**src/rtl/psum_accumulator_pkg.sv**
```systemverilog
// Shared constants, state encoding and adder helpers for psum_accumulator.
// PSUM_SAT_EN selects clamping instead of two's-complement wrap.
package psum_accumulator_pkg;

  localparam int DEPTH  = 32;
  localparam int IDX_W  = 5;
  localparam int PROD_W = 16;
  localparam int PSUM_W = 21;

`ifdef PSUM_SAT_EN
  localparam bit SAT_EN = 1'b1;
`else
  localparam bit SAT_EN = 1'b0;
`endif

  typedef enum logic [2:0] {
    IDLE,
    ACC,
    FLUSH,
    DRAIN,
    CLEAR
  } state_t;

  typedef logic signed [PSUM_W-1:0] psum_t;
  typedef logic signed [PSUM_W:0]   wide_t;

  // One guard bit above PSUM_W so overflow is visible as bit disagreement
  function automatic wide_t sext_add(
    input psum_t                    a,
    input logic signed [PROD_W-1:0] p
  );
    return {a[PSUM_W-1], a} +
           {{(PSUM_W+1-PROD_W){p[PROD_W-1]}}, p};
  endfunction

  function automatic psum_t sat(input wide_t w);
    if (w[PSUM_W] != w[PSUM_W-1]) begin
      if (w[PSUM_W])
        return {1'b1, {(PSUM_W-1){1'b0}}};
      else
        return {1'b0, {(PSUM_W-1){1'b1}}};
    end
    return w[PSUM_W-1:0];
  endfunction

endpackage

```
**src/rtl/psum_accumulator_if.sv**
```systemverilog
// Product input stream and drain output stream of psum_accumulator.
// Signal set is identical with or without PSUM_SAT_EN.
interface psum_accumulator_if;
  import psum_accumulator_pkg::*;

  logic              prod_valid;
  logic              prod_ready;
  logic [PROD_W-1:0] prod_data;
  logic [IDX_W-1:0]  prod_idx;
  logic              prod_last;

  logic              out_valid;
  logic              out_ready;
  psum_t             out_data;
  logic [IDX_W-1:0]  out_idx;

  modport master (
    output prod_valid, prod_data, prod_idx, prod_last,
    output out_ready,
    input  prod_ready,
    input  out_valid, out_data, out_idx
  );

  modport slave (
    input  prod_valid, prod_data, prod_idx, prod_last,
    input  out_ready,
    output prod_ready,
    output out_valid, out_data, out_idx
  );

endinterface

```
**src/rtl/psum_accumulator_add_sat.sv**
```systemverilog
// Combinational psum + sign-extended product, with overflow flag.
// Clamps to the psum range when PSUM_SAT_EN is defined, else wraps.
module psum_add_sat
  import psum_accumulator_pkg::*;
(
  input  psum_t             operand,
  input  logic [PROD_W-1:0] prod,
  output psum_t             sum,
  output logic              ovf
);

  wide_t wide;

  assign wide = sext_add(operand, prod);
  assign ovf  = wide[PSUM_W] ^ wide[PSUM_W-1];

`ifdef PSUM_SAT_EN
  assign sum = sat(wide);
`else
  assign sum = wide[PSUM_W-1:0];
`endif

endmodule

```
**src/rtl/psum_accumulator.sv**
```systemverilog
// Read-modify-write psum accumulator with ordered drain and clear.
// PSUM_SAT_EN enables clamping and the sticky sat_flag.
module psum_accumulator
  import psum_accumulator_pkg::*;
(
  input  logic              clock,
  input  logic              reset,
  input  logic              start,
  psum_accumulator_if.slave bus,
  output logic [IDX_W-1:0]  spad_rd_idx,
  input  psum_t             spad_rd_data,
  output logic              spad_wr_en,
  output logic [IDX_W-1:0]  spad_wr_idx,
  output psum_t             spad_wr_data,
  output logic              spad_clear,
  output logic              busy,
  output logic              done,
  output logic              sat_flag
);

  state_t           state;
  state_t           next;
  logic             s1_valid;
  logic [IDX_W-1:0] s1_idx;
  psum_t            s1_sum;
  logic [IDX_W-1:0] drain_idx;

  logic  accept;
  logic  drain_hs;
  logic  fwd;
  psum_t operand;
  psum_t sum;
  logic  ovf;

  assign accept   = (state == ACC) & bus.prod_valid;
  assign drain_hs = (state == DRAIN) & bus.out_ready;

  // Stage-1 sum is not yet in the spad; bypass it for same-index hits
  assign fwd     = s1_valid & (s1_idx == bus.prod_idx);
  assign operand = fwd ? s1_sum : spad_rd_data;

  psum_add_sat u_add (
    .operand (operand),
    .prod    (bus.prod_data),
    .sum     (sum),
    .ovf     (ovf)
  );

  always_ff @(posedge clock) begin
    if (reset) begin
      state     <= IDLE;
      s1_valid  <= 1'b0;
      s1_idx    <= '0;
      s1_sum    <= '0;
      drain_idx <= '0;
      sat_flag  <= 1'b0;
      done      <= 1'b0;
    end else begin
      state    <= next;
      s1_valid <= accept;
      if (accept) begin
        s1_idx <= bus.prod_idx;
        s1_sum <= sum;
      end
      if (state == CLEAR)
        drain_idx <= '0;
      else if (drain_hs)
        drain_idx <= drain_idx + IDX_W'(1);
      if (state == IDLE && start)
        sat_flag <= 1'b0;
      else if (accept && ovf && SAT_EN)
        sat_flag <= 1'b1;
      done <= (state == CLEAR);
    end
  end

  always_comb begin
    next           = state;
    spad_rd_idx    = bus.prod_idx;
    bus.prod_ready = 1'b0;
    bus.out_valid  = 1'b0;
    bus.out_data   = '0;
    bus.out_idx    = drain_idx;
    spad_clear     = 1'b0;
    unique case (state)
      IDLE: begin
        if (start)
          next = ACC;
      end
      ACC: begin
        bus.prod_ready = 1'b1;
        if (accept && bus.prod_last)
          next = FLUSH;
      end
      FLUSH: begin
        next = DRAIN;
      end
      DRAIN: begin
        spad_rd_idx   = drain_idx;
        bus.out_valid = 1'b1;
        bus.out_data  = spad_rd_data;
        if (drain_hs && drain_idx == IDX_W'(DEPTH-1))
          next = CLEAR;
      end
      CLEAR: begin
        spad_clear = ~reset;
        next       = IDLE;
      end
      default: next = IDLE;
    endcase
  end

  assign spad_wr_en   = s1_valid & ~reset;
  assign spad_wr_idx  = s1_idx;
  assign spad_wr_data = s1_sum;
  assign busy         = (state != IDLE);

endmodule

```
**src/flat_wrapper.sv**
```systemverilog
// flat-port wrapper written by rule: the top's interface ports become plain ports
module psum_accumulator_flat import psum_accumulator_pkg::*;
  (clock, reset, start, spad_rd_idx, spad_rd_data, spad_wr_en, spad_wr_idx, spad_wr_data, spad_clear, busy, done, sat_flag, bus_prod_valid, bus_prod_data, bus_prod_idx, bus_prod_last, bus_out_ready, bus_prod_ready, bus_out_valid, bus_out_data, bus_out_idx);
  psum_accumulator_if bus_i ();
  input  logic clock;
  input  logic reset;
  input  logic start;
  output logic [IDX_W-1:0] spad_rd_idx;
  input  psum_t spad_rd_data;
  output logic spad_wr_en;
  output logic [IDX_W-1:0] spad_wr_idx;
  output psum_t spad_wr_data;
  output logic spad_clear;
  output logic busy;
  output logic done;
  output logic sat_flag;
  input wire logic [$bits(bus_i.prod_valid)-1:0] bus_prod_valid;
  input wire logic [$bits(bus_i.prod_data)-1:0] bus_prod_data;
  input wire logic [$bits(bus_i.prod_idx)-1:0] bus_prod_idx;
  input wire logic [$bits(bus_i.prod_last)-1:0] bus_prod_last;
  input wire logic [$bits(bus_i.out_ready)-1:0] bus_out_ready;
  output wire logic [$bits(bus_i.prod_ready)-1:0] bus_prod_ready;
  output wire logic [$bits(bus_i.out_valid)-1:0] bus_out_valid;
  output wire logic [$bits(bus_i.out_data)-1:0] bus_out_data;
  output wire logic [$bits(bus_i.out_idx)-1:0] bus_out_idx;
  assign bus_i.prod_valid = bus_prod_valid;
  assign bus_i.prod_data = bus_prod_data;
  assign bus_i.prod_idx = bus_prod_idx;
  assign bus_i.prod_last = bus_prod_last;
  assign bus_i.out_ready = bus_out_ready;
  assign bus_prod_ready = bus_i.prod_ready;
  assign bus_out_valid = bus_i.out_valid;
  assign bus_out_data = bus_i.out_data;
  assign bus_out_idx = bus_i.out_idx;
  psum_accumulator u_core (.clock(clock), .reset(reset), .start(start), .bus(bus_i), .spad_rd_idx(spad_rd_idx), .spad_rd_data(spad_rd_data), .spad_wr_en(spad_wr_en), .spad_wr_idx(spad_wr_idx), .spad_wr_data(spad_wr_data), .spad_clear(spad_clear), .busy(busy), .done(done), .sat_flag(sat_flag));
endmodule
```
**config.mk**
```make
export PLATFORM = sky130hd
export DESIGN_NAME = psum_accumulator_flat
export DESIGN_NICKNAME = d
export VERILOG_FILES = /design/src/rtl/psum_accumulator_pkg.sv /design/src/rtl/psum_accumulator_if.sv /design/src/rtl/psum_accumulator_add_sat.sv /design/src/rtl/psum_accumulator.sv /design/src/flat_wrapper.sv
export SDC_FILE = /design/constraint.sdc
export NUM_CORES = 1
export LEC_CHECK = 0
export CORE_UTILIZATION = 45
export DETAILED_ROUTE_END_ITERATION = 10
export PLACE_DENSITY = 0.82
export SLEW_MARGIN = 20
export SYNTH_ARGS = -nofsm -noshare
export SYNTH_HDL_FRONTEND = slang
export SYNTH_SLANG_ARGS = --single-unit
```
**constraint.sdc**
```tcl
create_clock -name clock -period 6.4 [get_ports clock]
set_input_delay 1.28 -clock clock [delete_from_list [all_inputs] [get_ports clock]]
set_output_delay 1.28 -clock clock [all_outputs]
set_load 0.01 [all_outputs]
```
==> impl_metrics.tcl, run 1 <==
set metrics [dict create \
    start_util 0.465 \
    synth_cell_type_count 57 \
    seqPwrFrac 0.362 \
    num_rows 29 \
    period_share 0.793 \
    grt_pass1_vias 3096 \
    fillers 554 \
    cts_tree "done" \
    critPathLaunchType "primary input" \
    reg2reg_slack_ns 2.42 \
    synth_seq_cells 36 \
    rsz0062_at_grt "false" \
    clk_path_buf_depth 2 \
    hp-class "flip-flop to flip-flop" \
    synth_top_flop_cell "dfxtp_1" \
    worst_pin_slew_ns 1.03 \
    drc 0 \
    swShare 0.314 \
    grt_usage 0.248 \
    yosysWarnings 0 \
    cp_max_fo 13 \
    die_area_mm2 0.00689 \
    yosysSeqAreaShare 0.244 \
    critical_path_required_ns 6.58 \
    num_antenna_cells 0 \
    place.gp.congestion 0.913 \
    nets 548 \
    combinationalPowerShare 0.335 \
    vias 3130 \
    crit_chain "clkdlybuf4s50_1 > xor2_1 > nor4_1 > and3_1 > buf_4 > mux2_2 > ha_1 > nand2_2 > o311ai_0 > o21ai_1 > a311o_1 > o211ai_2 > o21ai_2 > a311o_1" \
    coreArea_mm2 0.00635 \
    r2r_start "u_core.spad_wr_idx[1]" \
    grt-ovfl-total 0 \
    p_int_w 0.000465 \
    min_period_ns 5.08 \
    final_common_cell "clkdlybuf4s50_1" \
    rr_endpoint "u_core.spad_wr_data[20]" \
    avgSynthCellArea_um2 7.81 \
    syn2layout_area_growth_pct 41.8 \
    setup-violations-final 0 \
    min_to "u_core.spad_wr_data[2]" \
    hpwlAfterDp_mm 6.31 \
    end_kind "flip-flop" \
    grt_max_degree 34 \
    drt_iter0_drc 163 \
    fin_tns_setup_ns 0 \
    die_y_um 83.0 \
    syn_inst 378 \
    max_freq_ghz 0.197 \
    slew_viol_final 0 \
    hold-path-cell-count 2 \
    io_pins 112 \
    multi_input_area_mm2 0.00210 \
    drt-pass1-iter-count 4 \
    die_width_um 83.0 \
    yosysTopAreaCellShare 0.244 \
    critical_path_class "primary input to flip-flop" \
    vias_per_cell 5.64 \
    power.leakage_nw 1.62 \
    switchingPower_w 0.000213 \
    synth_edf_count 0 \
    hold_buffers 0 \
    fin_util 0.659 \
    h-tree-depth 2 \
    critPathSlowestCell "and3_1" \
    arrival_ns 5.26 \
    mostFrequentLayoutCells "clkdlybuf4s50_1 (110), nand2_1 (56), dfxtp_1 (36)" \
    clockPowerShare 0.303 \
    synth_top_cell_by_area "dfxtp_1" \
    reg2regPathDepth 13 \
    syn_area_mm2 0.00295 \
    hold_viol 0 \
    status "complete, no violations" \
    wl_per_cell_um 14.8 \
    cts_root_buf "clkbuf_8" \
    path_clk_slew_ns 0.08 \
    critPathMaxStageDelay_ns 0.55 \
    grt_pass1_wl_mm 14.3 \
    clock_skew_ns 0.00578 \
    port_buffers 110 \
    p_per_area_mw_per_mm2 162 \
    critical_path_cell_count 14 \
    async_flop_share 0 \
    worstHoldStart "u_core.spad_wr_data[2]" \
    cts_sinks 36 \
    cts_setup_buffers 0 \
    routed_wl_mm 8.24 \
    register_area_um2 721 \
    syn-num-nets 449 \
    antenna_left 0 \
    cts_made_buffers 5 \
    clkLatencyLatePin_ns 0.29 \
    path_buf_inv 2 \
    drive_gt1_frac 0.0941 \
    vdd_ir_drop_max_mv 0.103 \
    synth_area_leaders "dfxtp_1 (24%), mux2_2 (9.5%), ha_1 (9.3%)" \
    critPathTopFamily "compound AO/OA/AOI/OAI gates" \
    cts-resized-gates 0 \
    antenna_found_initial 0 \
    cap_violations 0 \
    slew_headroom 0.314 \
    path_common_cell "a311o_1" \
]
cell families after synthesis:
family,synth area share
other cells,0.00127
buf+inv,0.0462
simple gates,0.259
xor+xnor,0.0593
compound gates,0.188
flops,0.244
fa+ha+maj,0.100
mux,0.102
power groups by stage:
| stage | registers, W | logic (W) | clock network (W) |
|---|---|---|---|
| 6_report | 0.000245 | 0.000227 | 0.000206 |
| 5_1_grt | 0.000247 | 0.000248 | 0.000218 |
| 4_1_cts | 0.000245 | 0.000226 | 0.000207 |
| 3_5_place_dp | 0.000250 | 0.000225 | 0 |
| 3_3_place_gp | 0.000250 | 0.000221 | 0 |
| 2_1_floorplan | 0.000253 | 0.000131 | 0 |
worst max-delay path by stage:
| stage | startpoint | to | slack, ns |
|---|---|---|---|
| after global routing | bus_prod_idx[1] | u_core.spad_wr_data[20] | 0.99 |
| after floorplan | bus_prod_idx[1] | u_core.spad_wr_data[20] | 2.05 |
| after detailed placement | bus_prod_idx[1] | u_core.spad_wr_data[20] | 1.01 |
| after global placement | bus_prod_idx[1] | u_core.spad_wr_data[20] | 1.14 |
| final | bus_prod_idx[1] | u_core.spad_wr_data[20] | 1.32 |
| after CTS | bus_prod_idx[1] | u_core.spad_wr_data[20] | 1.31 |
metal layers:
metal	vias up	global-route usage	routed length [um]	part of all wire
met1	1475	0.341	3910	0.47
met3	9	0.0368	351	0.043
met2	94	0.405	3900	0.47
li1	1552	-	-	-
met5	-	0	0	0
met4	0	0.0674	78	0.0095
metrics by stage:
stage	worst slack (ns)	instance area, um^2	hold WS (ns)	power (W)	std cells
after floorplan	2.05	2950	0.479	0.000385	378
after global placement	1.14	4070	0.455	0.000471	547
after detailed placement	1.01	4070	0.464	0.000475	547
after CTS	1.31	4190	0.478	0.000679	555
after global routing	0.987	4190	0.501	0.000714	555
final	1.32	4190	0.476	0.000678	555
area by class of cell:
class                      count  share of cell area
sequential                    36               0.172
clock buffer                   5              0.0164
multi-input combinational    311               0.501
clock inverter                 3              0.0102
inverter                      10             0.00897
tap                           77              0.0230
timing repair buffer         113               0.268
state kept, by name, indices dropped and copies added (netlist names):
name and cells:
u_core.spad_wr_idx 5, u_core.spad_wr_data 21, u_core.bus.out_idx 5, u_core.done 1, u_core.s1_valid 1, u_core.state 3
worst register-to-register path, cell delays in order, from the launching register on:
cell and delay [ns]:
dfxtp_1 0.33, xor2_1 0.16, nor4_1 0.27, and3_1 0.55, buf_4 0.33, mux2_2 0.37
ha_1 0.47, nand2_2 0.10, o311ai_0 0.34, o21ai_1 0.14, a311o_1 0.29, o211ai_2 0.10
o21ai_2 0.07, a311o_1 0.34
synthesized netlist by cell type, types with 2 or more instances:
master,instances
nor2b_1,2
o211ai_1,4
xnor2_1,8
nor4_1,2
a21o_1,7
a21oi_1,35
and3_1,5
inv_1,10
ha_1,22
and2_1,21
clkbuf_1,12
nand4_1,3
xor2_1,12
buf_4,4
a311o_1,2
a31oi_1,6
nor4b_1,3
o21ai_0,9
dfxtp_1,36
mux2_2,25
o21a_1,2
mux2i_1,2
buf_2,3
or4_1,2
o21ai_1,2
nand3_1,17
nand2_1,56
nor2_1,24
a22o_1,3
a211oi_1,4
o2111ai_1,2
nor3_1,5
or3_1,4
No activity file was read; power rests on OpenSTA's default activity.
==> run 2, diff against run 1 <==
--- a/config.mk
+++ b/config.mk
@@ -5,9 +5,9 @@
 export SDC_FILE = /design/constraint.sdc
 export NUM_CORES = 1
 export LEC_CHECK = 0
-export CORE_UTILIZATION = 45
+export CORE_UTILIZATION = 41
 export DETAILED_ROUTE_END_ITERATION = 10
-export PLACE_DENSITY = 0.82
+export PLACE_DENSITY = 0.78
 export SLEW_MARGIN = 20
 export SYNTH_ARGS = -nofsm -noshare
 export SYNTH_HDL_FRONTEND = slang
==> constraint.sdc (replaced) <==
create_clock -name clock -period 4.65 [get_ports clock]
set_input_delay 0.93 -clock clock [delete_from_list [all_inputs] [get_ports clock]]
set_output_delay 0.93 -clock clock [all_outputs]
set_load 0.01 [all_outputs]
==> run 2 against run 1 <==
Via count grew 1.7%; worst hold slack lost 0.0047 ns; clock skew grew 0.0019 ns; sequential cell count is the same; clock-buffer cell count is the same; total power grew 40%; combinational power grew 44%; sequential power grew 38%; worst setup slack lost 1.1 ns; routed wire length grew 8.1%.
==> impl_metrics.tcl, run 2 (same netlist as run 1, synthesis figures left out) <==
set metrics [dict create \
    startpoint "bus_prod_idx[1]" \
    critPathTopFamily "compound AO/OA/AOI/OAI gates" \
    fin_tns_setup_ns 0 \
    r2r_start "u_core.spad_wr_idx[1]" \
    p_per_area_mw_per_mm2 220 \
    slew_viol_final 0 \
    seqPwrFrac 0.357 \
    drive_gt1_frac 0.112 \
    die_y_um 86.9 \
    path_buf_inv 2 \
    fin_ws_ns 0.271 \
    fillers 631 \
    combinationalPowerShare 0.344 \
    clock_skew_ns 0.00767 \
    arrival_ns 4.55 \
    grt_usage 0.242 \
    period_share 0.942 \
    grt_pass1_wl_mm 14.4 \
    p_int_w 0.000647 \
    io_pins 112 \
    max_freq_ghz 0.228 \
    rsz0062_at_grt "false" \
    end_kind "flip-flop" \
    cts_tree "done" \
    crit_chain "clkdlybuf4s50_1 > xor2_1 > nor4_1 > and3_1 > buf_4 > mux2_2 > ha_1 > a21oi_1 > nand2_1 > o2111ai_1 > nand3_1 > o211ai_2 > o21ai_2 > a311o_1" \
    status "complete, no violations" \
    hp-class "flip-flop to flip-flop" \
    setup-violations-final 0 \
    vdd_ir_drop_max_mv 0.163 \
    clockPowerShare 0.299 \
    reg2regPathDepth 13 \
    cts_sinks 36 \
    routed_wl_mm 8.91 \
    hpwlAfterDp_mm 6.90 \
    drt_iter0_drc 177 \
    wl_per_cell_um 15.2 \
    grt_max_degree 30 \
    cts_made_buffers 5 \
    vias 3184 \
    drt-pass1-iter-count 4 \
    place.gp.congestion 0.927 \
    critPathSlowestCell "clkdlybuf4s50_1" \
    critPathMaxStageDelay_ns 0.45 \
    power.leakage_nw 1.68 \
    grt-ovfl-total 0 \
    hold_buffers 0 \
    reg2reg_slack_ns 1.01 \
    cts_setup_buffers 0 \
    rr_endpoint "u_core.spad_wr_data[20]" \
    critical_path_cell_count 14 \
    coreArea_mm2 0.00687 \
    h-tree-depth 2 \
    critPathLaunchType "primary input" \
    path_clk_slew_ns 0.07 \
    antenna_left 0 \
    syn2layout_area_growth_pct 45.8 \
    num_antenna_cells 0 \
    drc 0 \
    endpoint "u_core.spad_wr_data[20]" \
    cp_max_fo 7 \
    start_util 0.430 \
    cts-resized-gates 0 \
    port_buffers 110 \
    clk_path_buf_depth 2 \
    mostFrequentLayoutCells "clkdlybuf4s50_1 (110), nand2_1 (56), dfxtp_1 (36)" \
    final_common_cell "clkdlybuf4s50_1" \
    cts_root_buf "clkbuf_8" \
    grt_pass1_vias 3045 \
    hold_viol 0 \
    critical_path_required_ns 4.82 \
    cap_violations 0 \
    antenna_found_initial 0 \
    pre_cts_ws_ns 0.0275 \
    worst_pin_slew_ns 0.893 \
    die_area_mm2 0.00755 \
    critical_path_class "primary input to flip-flop" \
    clkLatencyLatePin_ns 0.29 \
    largest_reg_flops 21 \
    nets 559 \
    swShare 0.316 \
    num_rows 30 \
    slew_headroom 0.405 \
    min_period_ns 4.38 \
    vias_per_cell 5.44 \
    die_width_um 86.9 \
    switchingPower_w 0.000300 \
]
==> run 2: cell types whose count changed in the layout (fill, tap and decap cells not counted) <==
cell     before  now
buf_4         3   13
and3b_1       0    1
and3b_2       1    0
buf_12        0    1
==> run 2: layout make-up <==
class                           count  area, um^2  area share
Tap cell                           96         120      0.0279
Clock inverter                      3        42.5     0.00988
Timing Repair Buffer              124        1220       0.283
Sequential cell                    36         721       0.167
Clock buffer                        5        68.8      0.0160
Multi-Input combinational cell    311        2100       0.487
Inverter                           10        37.5     0.00872
==> run 2: worst min path at each step <==
stage / from / endpoint / slack, ns / cells after the start
final: u_core.spad_wr_data[2] / u_core.spad_wr_data[2] / 0.47 / 2
after global routing: u_core.spad_wr_data[2] / u_core.spad_wr_data[2] / 0.50 / 2
after CTS: u_core.spad_wr_data[2] / u_core.spad_wr_data[2] / 0.47 / 2
after detailed placement: u_core.spad_wr_data[2] / u_core.spad_wr_data[2] / 0.46 / 2
after global placement: u_core.spad_wr_data[7] / u_core.spad_wr_data[7] / 0.46 / 2
after floorplan: u_core.state[1] / u_core.state[1] / 0.48 / 2
==> run 2: layer usage <==
layer / global-route usage / up-vias / share of wire / routed length (um)
met5: 0 / - / 0 / 0
met4: 0.0742 / 0 / 0.011 / 100
met3: 0.0474 / 13 / 0.060 / 531
met2: 0.392 / 108 / 0.47 / 4170
met1: 0.324 / 1490 / 0.46 / 4100
li1: - / 1573 / - / -
==> run 2: tightest hold or removal path: cells and delay by family, from the launching register on <==
kind | cells | cell delay (ns)
flip-flops | 1 | 0.32
AND/OR/NAND/NOR | 1 | 0.05
AO/OA/AOI/OAI | 1 | 0.05
==> run 2: power groups by stage <==
| stage | clock (W) | sequential [W] | combinational [W] |
|---|---|---|---|
| 5_1_grt | 0.000295 | 0.000340 | 0.000356 |
| 3_5_place_dp | 0 | 0.000345 | 0.000321 |
| 4_1_cts | 0.000288 | 0.000338 | 0.000324 |
| 2_1_floorplan | 0 | 0.000348 | 0.000181 |
| 6_report | 0.000283 | 0.000338 | 0.000326 |
| 3_3_place_gp | 0 | 0.000345 | 0.000317 |
==> run 2: stage by stage <==
| stage | utilization | power [W] | hold slack, ns | area (um^2) | cells |
|---|---|---|---|---|---|
| 2_1_floorplan | - | 0.000529 | 0.479 | 2950 | 378 |
| 3_3_place_gp | 0.610 | 0.000662 | 0.460 | 4190 | 577 |
| 3_5_place_dp | 0.610 | 0.000666 | 0.463 | 4190 | 577 |
| 4_1_cts | 0.627 | 0.000950 | 0.472 | 4300 | 585 |
| 5_1_grt | 0.627 | 0.000991 | 0.501 | 4300 | 585 |
| 6_report | 0.627 | 0.000947 | 0.472 | 4300 | 585 |
==> run 3, diff against run 2 <==
--- a/config.mk
+++ b/config.mk
@@ -5,6 +5,7 @@
 export SDC_FILE = /design/constraint.sdc
 export NUM_CORES = 1
 export LEC_CHECK = 0
+export ABC_CLOCK_PERIOD_IN_PS = 4650
 export CORE_UTILIZATION = 41
 export DETAILED_ROUTE_END_ITERATION = 10
 export PLACE_DENSITY = 0.78
==> results of run 3 <==
No change in the layout: final DEF, timing and power equal those of run 2.
